[src/rtl/pipeline_stall_controller.sv]
// Stall/flush sequencer for the five-stage pipeline. It resolves flush, EX
// stall and ID stall requests into a per-stage hold vector, sequences
// multi-cycle EX operations, and counts stalled cycles with saturation.
module pipeline_stall_controller #(
  parameter int unsigned MULTI_LATENCY = 4,
  parameter int unsigned CNT_WIDTH     = 4,
  parameter int unsigned PERF_WIDTH    = 16
) (
  input  logic                  clock,
  input  logic                  reset,
  input  logic                  id_stall_request,
  input  logic                  ex_multi_start,
  input  logic                  ex_stall_request,
  input  logic                  flush_request,
  output logic [5:0]            stall,
  output logic                  flush,
  output logic                  ex_busy,
  output logic                  ex_multi_done,
  output logic [PERF_WIDTH-1:0] stall_cycles
);

  localparam logic [5:0] LP_STALL_EX   = 6'b001111;
  localparam logic [5:0] LP_STALL_ID   = 6'b000111;
  localparam logic [5:0] LP_STALL_NONE = 6'b000000;

  // A latency of 2 loads zero, so the cycle after the start is the completion cycle.
  localparam logic [CNT_WIDTH-1:0] LP_LOAD = CNT_WIDTH'(MULTI_LATENCY - 2);

  typedef enum logic {
    S_IDLE,
    S_BUSY
  } state_t;

  state_t                r_state;
  logic [CNT_WIDTH-1:0]  r_count;
  logic [PERF_WIDTH-1:0] r_stall_cycles;

  logic w_count_zero;
  logic w_multi_hold;
  logic w_ex_stall;
  logic w_complete;

  assign w_count_zero = (r_count == '0);
  // The multi-cycle op holds EX on its start cycle and while the counter runs.
  assign w_multi_hold = ((r_state == S_IDLE) && ex_multi_start) ||
                        ((r_state == S_BUSY) && !w_count_zero);
  assign w_ex_stall   = ex_stall_request || w_multi_hold;
  // Completion is only reported once no other EX stall is holding the result.
  assign w_complete   = (r_state == S_BUSY) && w_count_zero && !ex_stall_request;

  // Priority resolution of the stall vector, flush and done pulse.
  always_comb begin
    stall         = LP_STALL_NONE;
    flush         = 1'b0;
    ex_multi_done = 1'b0;
    if (reset) begin
      stall         = LP_STALL_NONE;
      flush         = 1'b0;
      ex_multi_done = 1'b0;
    end else if (flush_request) begin
      flush = 1'b1;
    end else if (w_ex_stall) begin
      stall = LP_STALL_EX;
    end else if (id_stall_request) begin
      stall = LP_STALL_ID;
    end else begin
      stall = LP_STALL_NONE;
    end
    if (!reset && !flush_request && w_complete) begin
      ex_multi_done = 1'b1;
    end
  end

  assign ex_busy      = (r_state == S_BUSY);
  assign stall_cycles = r_stall_cycles;

  // Multi-cycle EX sequencer: start loads the counter, BUSY counts down, flush abandons.
  always_ff @(posedge clock) begin
    if (reset) begin
      r_state <= S_IDLE;
      r_count <= '0;
    end else if (flush_request) begin
      r_state <= S_IDLE;
      r_count <= '0;
    end else begin
      case (r_state)
        S_IDLE: begin
          if (ex_multi_start) begin
            r_state <= S_BUSY;
            r_count <= LP_LOAD;
          end
        end
        S_BUSY: begin
          if (!w_count_zero) begin
            r_count <= r_count - 1'b1;
          end else if (!ex_stall_request) begin
            r_state <= S_IDLE;
          end
        end
        default: begin
          r_state <= S_IDLE;
          r_count <= '0;
        end
      endcase
    end
  end

  // Saturating count of cycles in which any stage is held.
  always_ff @(posedge clock) begin
    if (reset) begin
      r_stall_cycles <= '0;
    end else if ((stall != LP_STALL_NONE) && (r_stall_cycles != '1)) begin
      r_stall_cycles <= r_stall_cycles + 1'b1;
    end
  end

endmodule

[config.mk]
export PLATFORM = sky130hd
export DESIGN_NAME = pipeline_stall_controller
export DESIGN_NICKNAME = d
export VERILOG_FILES = /design/src/rtl/pipeline_stall_controller.sv
export SDC_FILE = /design/constraint.sdc
export NUM_CORES = 1
export LEC_CHECK = 0
export BUFFER_PORTS_ARGS = -buffer_cell sky130_fd_sc_hd__buf_2
export CAP_MARGIN = 10
export CORE_UTILIZATION = 55
export CTS_CLUSTER_DIAMETER = 40
export CTS_CLUSTER_SIZE = 16
export DETAILED_ROUTE_END_ITERATION = 10
export PLACE_DENSITY = 0.93
export SETUP_SLACK_MARGIN = 0.15
export SYNTH_ARGS = -nofsm -noshare
export SYNTH_HDL_FRONTEND = slang
export SYNTH_SLANG_ARGS = --single-unit
[constraint.sdc]
create_clock -name clock -period 3.9 [get_ports clock]
set_input_delay 0.39 -clock clock [delete_from_list [all_inputs] [get_ports clock]]
set_output_delay 0.39 -clock clock [all_outputs]
set_load 0.01 [all_outputs]
==> PnR_summary.wiki, run 1 <==
{| class="wikitable"
! Metric !! Value
|-
| Outcome || finished, final reports clean
|-
| Area fraction of the dominant cell type after synthesis || 36.48%
|-
| Post-synthesis sequential area ratio || 36.48%
|-
| Cell count after synthesis || 139
|-
| Pin count of the biggest net entering global routing || 18
|-
| Clk Latency, worst-skew pair || 0.32 ns
|-
| Tcrit/Tclk final || 61.62%
|-
| Placeable core region || 1962 µm²
|-
| WL final || 2.394 mm
|-
| Final number of hold-violating endpoints || 0
|-
| Library cell with the largest summed area after synthesis || sky130_fd_sc_hd__dfxtp_1
|-
| End point of the most critical hold path || ex_busy$_SDFF_PN0_
|-
| Unrepaired setup endpoints after global routing || no
|-
| Antenna violations before repair || 0
|-
| Global-route congestion overflow total || 0
|-
| Fraction of layout instances using a drive strength above 1 || 26.22%
|-
| Most used DFF post-synth || sky130_fd_sc_hd__dfxtp_1
|-
| Largest fanout on the critical path || 4
|-
| Num ports || 31
|-
| Residual DRC || 0
|-
| Die Area || 2282 µm²
|-
| Combined global-route utilization of all metal layers || 22.17%
|-
| Wire length of the first global-routing pass || 3.539 mm
|-
| Clock tree from TritonCTS || done
|-
| Die width || 47.78 µm
|-
| Post-DP HPWL || 1.753 mm
|-
| Starting DRT DRC Count || 11
|-
| Minimum clock period after layout || 2.403 ns
|-
| Post-cts resize count || 0
|-
| Antenna Violating Nets Remaining || 0
|-
| Category of the worst setup path launch point || register
|-
| Clock slew seen by the registers of the worst setup and hold paths || 0.13 ns
|-
| Type of the tightest min-delay check || primary input to register
|-
| Post-synthesis instance area || 1152 µm²
|-
| Net count reported at finish || 173
|-
| Setup clock skew after layout || 0.01530 ns
|-
| Number of hold buffers added after cts || 0
|-
| Starting density of the core || 58.74%
|-
| Final antenna diode count || 0
|-
| Leakage dissipation || 0.0005040 µW
|-
| Number of vias in the routed layout || 1110
|-
| Hold Path Origin || ex_stall_request
|-
| Post-CTS Setup Bufs || 0
|-
| IO buf count || 28
|-
| Aggregate negative setup slack || 0 ns
|-
| Type of the setup path with the least slack || register to output port
|-
| Worst Setup Slack post-DPL || 1.859 ns
|-
| Worst r2r path cells || 7
|-
| Routability-driven placement congestion ratio || 0.8209
|-
| Unique masters post-synth || 39
|-
| Clock sink count || 21
|-
| Highest achievable clock rate || 416.1 MHz
|-
| Layout area overhead || 14.01%
|-
| First-pass detailed-route iteration total || 4
|-
| Height of the chip || 47.78 µm
|-
| Ranking of synthesized cells by area || sky130_fd_sc_hd__dfxtp_1, sky130_fd_sc_hd__a21oi_1, sky130_fd_sc_hd__nor2_1
|-
| Worst Setup End Kind || output port
|-
| Count of flip-flops with a built-in enable after synthesis || 0
|-
| Destination of the worst register-to-register timing path || stall_cycles[15]$_SDFFE_PP0P_
|-
| Number of buffers created by CTS || 3
|-
| Data arrival time of the critical path || 2.01 ns
|-
| Deepest clock path buffer count || 2
|-
| Mean post-synth cell area || 8.290 µm²
|-
| Vias in the first global route || 909
|-
| Cell at the root of the clock tree || sky130_fd_sc_hd__clkbuf_4
|-
| Worst endpoint required time || 3.51 ns
|-
| Synthesis warning total || 0
|-
| Instance count along the most critical hold path || 3
|-
| Drt via density || 5.812
|-
| Cell Pwr Density || 280.0 nW/µm²
|-
| Worst vdd ir || 0.2073 mV
|-
| Maximum level of the CTS H-tree || 1
|-
| Max-cap violation count || 0
|-
| Post-layout worst setup margin || 1.497 ns
|-
| # rows || 16
|-
| Async set or reset register ratio after synthesis || 0%
|-
| Number of synthesized register bits || 21
|-
| Slack of the worst reg-to-reg path || 1.85 ns
|-
| Routed length per instance || 12.53 µm
|-
| Count of final setup violators || 0
|-
| Tot Pwr || 367.8 µW
|-
| Slew Limit Fails || 0
|-
| Startpoint of the worst-slack reg-to-reg timing path || r_count[0]$_SDFFE_PN0P_
|}
[per-layer routing]
metal / track usage [%] / vias up / part of all wire, %
li1: - / 553 / -
met1: 23.91 / 525 / 43
met2: 40.54 / 27 / 52
met3: 3.396 / 5 / 3.2
met4: 12.78 / 0 / 1.9
met5: 0 / - / 0
[synth_stat cells, types with 2 or more instances]
library cell	n
sky130_fd_sc_hd__inv_1	7
sky130_fd_sc_hd__clkbuf_1	3
sky130_fd_sc_hd__nand4_1	4
sky130_fd_sc_hd__xor2_1	3
sky130_fd_sc_hd__or3_1	8
sky130_fd_sc_hd__dfxtp_1	21
sky130_fd_sc_hd__o41ai_1	3
sky130_fd_sc_hd__nor2_1	14
sky130_fd_sc_hd__o311ai_1	2
sky130_fd_sc_hd__a21oi_1	12
sky130_fd_sc_hd__nand3_1	7
sky130_fd_sc_hd__mux2i_1	2
sky130_fd_sc_hd__nand4_2	2
sky130_fd_sc_hd__buf_4	4
sky130_fd_sc_hd__ha_1	2
sky130_fd_sc_hd__or4_1	2
sky130_fd_sc_hd__or2_2	2
sky130_fd_sc_hd__o21ai_0	6
sky130_fd_sc_hd__nor3_1	4
sky130_fd_sc_hd__nand2_1	8
sky130_fd_sc_hd__o21ai_1	5
[cells in the final DEF, fill, tap and decap left out, types with 3 or more instances in the layout]
master | netlist | final
sky130_fd_sc_hd__buf_2 | 1 | 28
sky130_fd_sc_hd__dfxtp_1 | 21 | 21
sky130_fd_sc_hd__nor2_1 | 14 | 14
sky130_fd_sc_hd__a21oi_1 | 12 | 12
sky130_fd_sc_hd__nand2_1 | 8 | 8
sky130_fd_sc_hd__or3_1 | 8 | 8
sky130_fd_sc_hd__inv_1 | 7 | 7
sky130_fd_sc_hd__nand3_1 | 7 | 7
sky130_fd_sc_hd__o21ai_0 | 6 | 6
sky130_fd_sc_hd__o21ai_1 | 5 | 5
sky130_fd_sc_hd__nor3_1 | 4 | 4
sky130_fd_sc_hd__nand4_1 | 4 | 4
sky130_fd_sc_hd__o41ai_1 | 3 | 3
sky130_fd_sc_hd__xor2_1 | 3 | 3
sky130_fd_sc_hd__clkbuf_4 | 0 | 3
[worst max-delay path by stage]
stage,to,slack [ns],start,cells past startpoint
after global placement,ex_multi_done,1.92,r_count[0]$_SDFFE_PN0P_,6
after detailed placement,ex_multi_done,1.86,r_count[0]$_SDFFE_PN0P_,6
after floorplan,ex_multi_done,1.95,r_count[0]$_SDFFE_PN0P_,5
final,ex_multi_done,1.50,r_count[0]$_SDFFE_PN0P_,6
after global routing,ex_multi_done,1.38,r_count[0]$_SDFFE_PN0P_,6
after CTS,ex_multi_done,1.48,r_count[0]$_SDFFE_PN0P_,6
[per-stage QoR]
step / util [%] / std cells / area [µm²] / hold WS, ns
after floorplan: - / 140 / 1156 / 0.4626
after global placement: 65.43 / 187 / 1284 / 0.4793
after detailed placement: 65.43 / 187 / 1284 / 0.4883
after CTS: 66.96 / 191 / 1314 / 0.3566
after global routing: 66.96 / 191 / 1314 / 0.3850
final: 66.96 / 191 / 1314 / 0.3576
[critical path, stage by stage (launching register included)]
cell                      delay, ns
sky130_fd_sc_hd__dfxtp_1       0.35
sky130_fd_sc_hd__inv_1         0.07
sky130_fd_sc_hd__ha_1          0.20
sky130_fd_sc_hd__or3b_2        0.49
sky130_fd_sc_hd__or2_2         0.31
sky130_fd_sc_hd__nor3_1        0.13
sky130_fd_sc_hd__buf_2         0.15
[registers in the layout, indices dropped and copies added, names as in the netlist]
| signal | count |
|---|---|
| stall_cycles | 16 |
| r_count | 4 |
| ex_busy | 1 |
[logic make-up after synthesis]
group,count (synthesis),synth area share [%]
xor+xnor,3,2.281
other cells,1,0.3254
buf+inv,16,6.623
flops,21,36.48
mux,2,1.737
fa+ha+maj,2,2.171
simple gates,63,33.66
compound gates,31,16.72
[where the power goes]
| part | internal (µW) | total, µW | switching [µW] | leakage [µW] |
|---|---|---|---|---|
| sequential | 217 | 220 | 3.32 | 0.000170 |
| combinational | 14.2 | 37.1 | 22.9 | 0.000320 |
| clock | 39.2 | 110 | 71.1 | 0.0000139 |
[cell type report]
type,count,area [µm²]
clock buffers,3,22.52
clock inverters,1,7.507
fillers,183,648.1
inverters,8,30.03
multi-input cells,103,659.4
flip-flops and latches,21,420.4
well taps,27,33.78
repair buffers,28,140.1
Note: power is estimated with default switching activity, not from simulation.
==> run 2: changes to the inputs <==
--- a/config.mk
+++ b/config.mk
@@ -7,11 +7,11 @@
 export LEC_CHECK = 0
 export BUFFER_PORTS_ARGS = -buffer_cell sky130_fd_sc_hd__buf_2
 export CAP_MARGIN = 10
-export CORE_UTILIZATION = 55
+export CORE_UTILIZATION = 46
 export CTS_CLUSTER_DIAMETER = 40
 export CTS_CLUSTER_SIZE = 16
 export DETAILED_ROUTE_END_ITERATION = 10
-export PLACE_DENSITY = 0.93
+export PLACE_DENSITY = 0.84
 export SETUP_SLACK_MARGIN = 0.15
 export SYNTH_ARGS = -nofsm -noshare
 export SYNTH_HDL_FRONTEND = slang
==> constraint.sdc (replaced) <==
create_clock -name clock -period 2.1 [get_ports clock]
set_input_delay 0.21 -clock clock [delete_from_list [all_inputs] [get_ports clock]]
set_output_delay 0.21 -clock clock [all_outputs]
set_load 0.01 [all_outputs]
==> run 2 against run 1 <==
  * First-iteration DRC count increased by 130%
  * Via count increased by 4.6%
  * Clock skew decreased by 0.014 ns
  * Sequential power increased by 85%
  * Hold slack got worse by 0.14 ns
  * Non-clock buffer count increased by 10
  * Largest power group unchanged
==> PnR_summary.wiki, run 2 (synthesized netlist as in run 1, its figures left out) <==
{| class="wikitable"
! Metric !! Value
|-
| Clk Latency, worst-skew pair || 0.31 ns
|-
| Aggregate negative setup slack || 0 ns
|-
| Antenna Violating Nets Remaining || 0
|-
| Number of buffers created by CTS || 3
|-
| Combined global-route utilization of all metal layers || 21.98%
|-
| Most frequent standard cell in the layout excluding fill and tap cells || sky130_fd_sc_hd__buf_2
|-
| IO buf count || 28
|-
| Cell at the root of the clock tree || sky130_fd_sc_hd__clkbuf_4
|-
| Pint || 518.4 µW
|-
| Max-cap violation count || 0
|-
| Die width || 52.05 µm
|-
| Setup clock skew after layout || 0.001480 ns
|-
| Drt via density || 5.748
|-
| Final antenna diode count || 0
|-
| Starting DRT DRC Count || 25
|-
| Slew Limit Fails || 0
|-
| Net count reported at finish || 183
|-
| Reported net switching power || 179.8 µW
|-
| Fill cell count || 202
|-
| Die Area || 2709 µm²
|-
| Pin count of the biggest net entering global routing || 18
|-
| Max reg flops || 16
|-
| Tcrit/Tclk final || 93.45%
|-
| Worst Setup End Kind || output port
|-
| Highest achievable clock rate || 509.5 MHz
|-
| Clock share of power || 28.2%
|-
| Clock slew seen by the registers of the worst setup and hold paths || 0.11 ns
|-
| Final number of hold-violating endpoints || 0
|-
| Minimum clock period after layout || 1.963 ns
|-
| Antenna violations before repair || 0
|-
| # rows || 17
|-
| Unrepaired setup endpoints after global routing || yes
|-
| Category of the worst setup path launch point || register
|-
| Most frequent cells in the layout || sky130_fd_sc_hd__buf_2, sky130_fd_sc_hd__dfxtp_1, sky130_fd_sc_hd__a21oi_1
|-
| Data arrival time of the critical path || 1.75 ns
|-
| Leakage dissipation || 0.0005614 µW
|-
| Layout area overhead || 24.97%
|-
| WL final || 2.730 mm
|-
| Type of the tightest min-delay check || primary input to register
|-
| Fraction of layout instances using a drive strength above 1 || 37.93%
|-
| Clock sink count || 21
|-
| Sequential Power Share || 58.5%
|-
| Number of hold buffers added after cts || 0
|-
| Height of the chip || 52.05 µm
|-
| Starting density of the core || 50.63%
|-
| Deepest clock path buffer count || 2
|-
| Worst vdd ir || 0.3941 mV
|-
| Routed length per instance || 13.51 µm
|-
| Number of vias in the routed layout || 1161
|-
| Routability-driven placement congestion ratio || 0.8206
|-
| Clock tree from TritonCTS || done
|-
| Outcome || finished, final reports clean
|-
| Num ports || 31
|-
| Count of final setup violators || 0
|-
| Post-DP HPWL || 1.860 mm
|-
| Placeable core region || 2276 µm²
|-
| Residual DRC || 0
|-
| Wire length of the first global-routing pass || 4.340 mm
|-
| Worst endpoint required time || 1.89 ns
|-
| Final hold slack || 0.2144 ns
|-
| Global-route congestion overflow total || 0
|-
| Part of the total power dissipated in combinational logic || 13.3%
|-
| First-pass detailed-route iteration total || 4
|-
| Proportion of total power due to net switching || 25.75%
|-
| Vias in the first global route || 1031
|-
| Largest fanout on the critical path || 4
|-
| Type of the setup path with the least slack || register to output port
|-
| Maximum level of the CTS H-tree || 1
|-
| Cell Pwr Density || 484.8 nW/µm²
|}
-- run 2: power groups by stage --
stage,Combinational (µW),Clock [µW],Sequential [µW]
finish,92.7,197,408
detailed placement,73.8,0,417
global placement,70.7,0,416
global route,101,224,409
floorplan,52.1,0,419
CTS,81.9,201,408
-- run 2: layout make-up --
class	instances	area (µm²)	area share, %
Tap cell	28	35.03	2.433
Clock buffer	4	26.28	1.825
Inverter	8	30.03	2.085
Timing Repair Buffer	38	215.2	14.94
Multi-Input combinational cell	103	709.4	49.26
Sequential cell	21	424.2	29.45
-- run 2: critical path, stage by stage (launching register included) --
cell and delay (ns):
sky130_fd_sc_hd__dfxtp_2 0.34, sky130_fd_sc_hd__inv_2 0.07, sky130_fd_sc_hd__ha_4 0.15, sky130_fd_sc_hd__nor4bb_4 0.37, sky130_fd_sc_hd__buf_4 0.20, sky130_fd_sc_hd__nor2_4 0.04, sky130_fd_sc_hd__nor2_2 0.11, sky130_fd_sc_hd__nor2_1 0.04
sky130_fd_sc_hd__buf_2 0.13
-- run 2: per-layer routing --
layer,GRT usage [%],share of wire [%],vias to the layer above
met4,10.81,2.0,0
met3,6.433,5.7,6
li1,-,-,571
met2,38.03,50,42
met1,24.11,42,542
met5,0,0,-
-- run 2: worst paths after layout --
check | startpoint | cells past startpoint | slack (ns) | to
setup / recovery | r_count[0]$_SDFFE_PN0P_ | 8 | 0.14 | stall[3]
hold / removal | ex_stall_request | 3 | 0.21 | ex_busy$_SDFF_PN0_
setup reg to reg | r_count[0]$_SDFFE_PN0P_ | 7 | 0.25 | stall_cycles[15]$_SDFFE_PP0P_
hold reg to reg | stall_cycles[15]$_SDFFE_PP0P_ | 2 | 0.51 | stall_cycles[15]$_SDFFE_PP0P_
-- run 2: per-stage QoR --
stage	cell area (µm²)	setup slack, ns	power [µW]	util (%)	cells
6_report	1440	0.1375	698.2	63.28	202
5_1_grt	1440	0.04431	734.0	63.28	202
4_1_cts	1381	0.1542	690.8	60.69	198
3_5_place_dp	1308	0.07158	490.5	57.45	191
3_3_place_gp	1308	0.1666	487.0	57.45	191
2_1_floorplan	1156	0.2338	470.8	-	140
-- run 2: timing repair --
| action | CTS | global route |
|---|---|---|
| resized for setup | 9 | 9 |
| setup buffers | 3 | 4 |
| endpoints found under the setup margin | 6 | 16 |
| pin swaps | 2 | 6 |
==> run 3: changes to the inputs <==
--- a/config.mk
+++ b/config.mk
@@ -11,7 +11,7 @@
 export CTS_CLUSTER_DIAMETER = 40
 export CTS_CLUSTER_SIZE = 16
 export DETAILED_ROUTE_END_ITERATION = 10
-export PLACE_DENSITY = 0.84
+export PLACE_DENSITY = 0.74
 export SETUP_SLACK_MARGIN = 0.15
 export SYNTH_ARGS = -nofsm -noshare
 export SYNTH_HDL_FRONTEND = slang
==> run 3 against run 2 <==
  * Clock-buffer cell count decreased by 1
  * Clock skew increased by 0.0035 ns
  * Wire length decreased by 7.2%
  * Setup slack improved by 0.014 ns
  * Critical path depth decreased by 2
  * Register-to-register slack improved by 0.03 ns
  * Non-clock buffer count decreased by 2
  * Combinational power decreased by 2%
  * Final cell count decreased by 0.99%
==> PnR_summary.wiki, run 3 (synthesized netlist as in run 1, its figures left out) <==
{| class="wikitable"
! Metric !! Value
|-
| Unrepaired setup endpoints after global routing || yes
|-
| Height of the chip || 52.05 µm
|-
| Cell Pwr Density || 486.4 nW/µm²
|-
| Pin count of the biggest net entering global routing || 18
|-
| Most frequent standard cell in the layout excluding fill and tap cells || sky130_fd_sc_hd__buf_2
|-
| Final antenna diode count || 0
|-
| Slew Limit Fails || 0
|-
| Clock sink count || 21
|-
| Type of the setup path with the least slack || register to output port
|-
| Num ports || 31
|-
| Max reg flops || 16
|-
| Worst Setup End Kind || output port
|-
| Setup clock skew after layout || 0.004979 ns
|-
| Fill cell count || 200
|-
| Worst endpoint required time || 1.89 ns
|-
| Leakage dissipation || 0.0005570 µW
|-
| Clock slew seen by the registers of the worst setup and hold paths || 0.12 ns
|-
| Antenna violations before repair || 0
|-
| Combined global-route utilization of all metal layers || 19.65%
|-
| Clock tree from TritonCTS || done
|-
| Residual DRC || 0
|-
| Most frequent cells in the layout || sky130_fd_sc_hd__buf_2, sky130_fd_sc_hd__dfxtp_1, sky130_fd_sc_hd__nor2_1
|-
| Number of hold buffers added after cts || 0
|-
| Fraction of layout instances using a drive strength above 1 || 35.47%
|-
| Destination of the worst register-to-register timing path || stall_cycles[15]$_SDFFE_PP0P_
|-
| Largest fanout on the critical path || 4
|-
| Net count reported at finish || 181
|-
| Deepest clock path buffer count || 2
|-
| Count of final setup violators || 0
|-
| Cell at the root of the clock tree || sky130_fd_sc_hd__clkbuf_4
|-
| Antenna Violating Nets Remaining || 0
|-
| Slack of the worst reg-to-reg path || 0.28 ns
|-
| Slew Limit Headroom || 66.06%
|-
| Aggregate negative setup slack || 0 ns
|-
| Cell Count, Final, Fillers Out || 200
|-
| Maximum level of the CTS H-tree || 1
|-
| Multi-input gate area || 700.7 µm²
|-
| Routed length per instance || 12.67 µm
|-
| Register Area || 422.9 µm²
|-
| Highest achievable clock rate || 513.3 MHz
|-
| Worst vdd ir || 0.3099 mV
|-
| Category of the worst setup path launch point || register
|-
| IO buf count || 28
|-
| Global-route congestion overflow total || 0
|-
| Drt via density || 5.740
|-
| Minimum clock period after layout || 1.948 ns
|-
| End point of the most critical hold path || ex_busy$_SDFF_PN0_
|-
| Placeable core region || 2276 µm²
|-
| Tcrit/Tclk final || 92.78%
|-
| Number of buffers created by CTS || 3
|-
| Vias in the first global route || 959
|-
| Post-DP HPWL || 1.811 mm
|-
| Worst r2r path cells || 5
|-
| Wire length of the first global-routing pass || 3.995 mm
|-
| Data arrival time of the critical path || 1.74 ns
|-
| Layout area overhead || 24.54%
|-
| Clk Latency, worst-skew pair || 0.31 ns
|-
| Final number of hold-violating endpoints || 0
|-
| Hold Path Origin || ex_stall_request
|-
| Startpoint of the worst-slack reg-to-reg timing path || stall_cycles[3]$_SDFFE_PP0P_
|-
| Worst-margin pin slew || 0.5073 ns
|-
| Starting density of the core || 50.63%
|-
| First-pass detailed-route iteration total || 4
|-
| Type of the tightest min-delay check || primary input to register
|-
| Routability-driven placement congestion ratio || 0.7855
|-
| Number of vias in the routed layout || 1148
|-
| Die Area || 2709 µm²
|-
| Instance count along the most critical hold path || 3
|-
| Outcome || finished, final reports clean
|-
| Max-cap violation count || 0
|-
| Die width || 52.05 µm
|-
| WL final || 2.533 mm
|-
| Cell count after placement || 191
|-
| # rows || 17
|-
| Starting DRT DRC Count || 24
|}
run 3: cell types whose count changed in the layout (fill, tap and decap cells not counted), sizes merged:
cell,previous run,this run
buf,38,36
clkbuf,4,3
clkinv,1,2
run 3: worst max-delay path, cell delays in order, from the launching register on:
cell and delay [ns]:
sky130_fd_sc_hd__dfxtp_2 0.35, sky130_fd_sc_hd__inv_2 0.07, sky130_fd_sc_hd__ha_4 0.14, sky130_fd_sc_hd__or3b_4 0.39, sky130_fd_sc_hd__or2_4 0.24, sky130_fd_sc_hd__nor3_2 0.09
sky130_fd_sc_hd__buf_2 0.14
run 3: where the power goes:
group	switching [µW]	internal, µW
combinational	49.7	41.2
clock	128	71.2
sequential	4.77	403
run 3: layout make-up:
cell class | count | share of cell area [%]
clock buffer | 3 | 1.569
tap | 28 | 2.441
multi-input combinational | 103 | 48.82
sequential | 21 | 29.47
clock inverter | 1 | 0.3487
inverter | 8 | 2.092
timing repair buffer | 36 | 15.26
run 3: through the flow:
step           setup WS (ns)  hold slack [ns]  power (µW)  cell area [µm²]  util [%]
2_1_floorplan         0.2338           0.3804       470.8             1156         -
3_3_place_gp          0.1632           0.4810       487.2             1308     57.45
3_5_place_dp         0.05477           0.4908       489.3             1308     57.45
4_1_cts               0.1410           0.1936       693.4             1366     60.03
5_1_grt              0.07471           0.2151       740.2             1435     63.06
6_report              0.1517           0.2038       698.1             1435     63.06
run 3: per-layer routing:
metal,part of all wire [%],track usage [%]
met5,0,0
met2,53,35.04
met3,3.6,5.263
met1,43,22.68
met4,0.83,5.405
run 3: worst max-delay path by stage:
stage,start,to
finish,r_count[0]$_SDFFE_PN0P_,ex_multi_done
detailed placement,r_count[0]$_SDFFE_PN0P_,stall_cycles[15]$_SDFFE_PP0P_
floorplan,r_count[0]$_SDFFE_PN0P_,stall_cycles[15]$_SDFFE_PP0P_
global placement,r_count[0]$_SDFFE_PN0P_,stall_cycles[15]$_SDFFE_PP0P_
global route,r_count[0]$_SDFFE_PN0P_,ex_multi_done
CTS,r_count[0]$_SDFFE_PN0P_,ex_multi_done
run 3: timing repair:
action,in CTS,in global routing
setup buffers,1,4
endpoints found under the setup margin,6,14
resized for setup,8,9
pin swaps,2,5
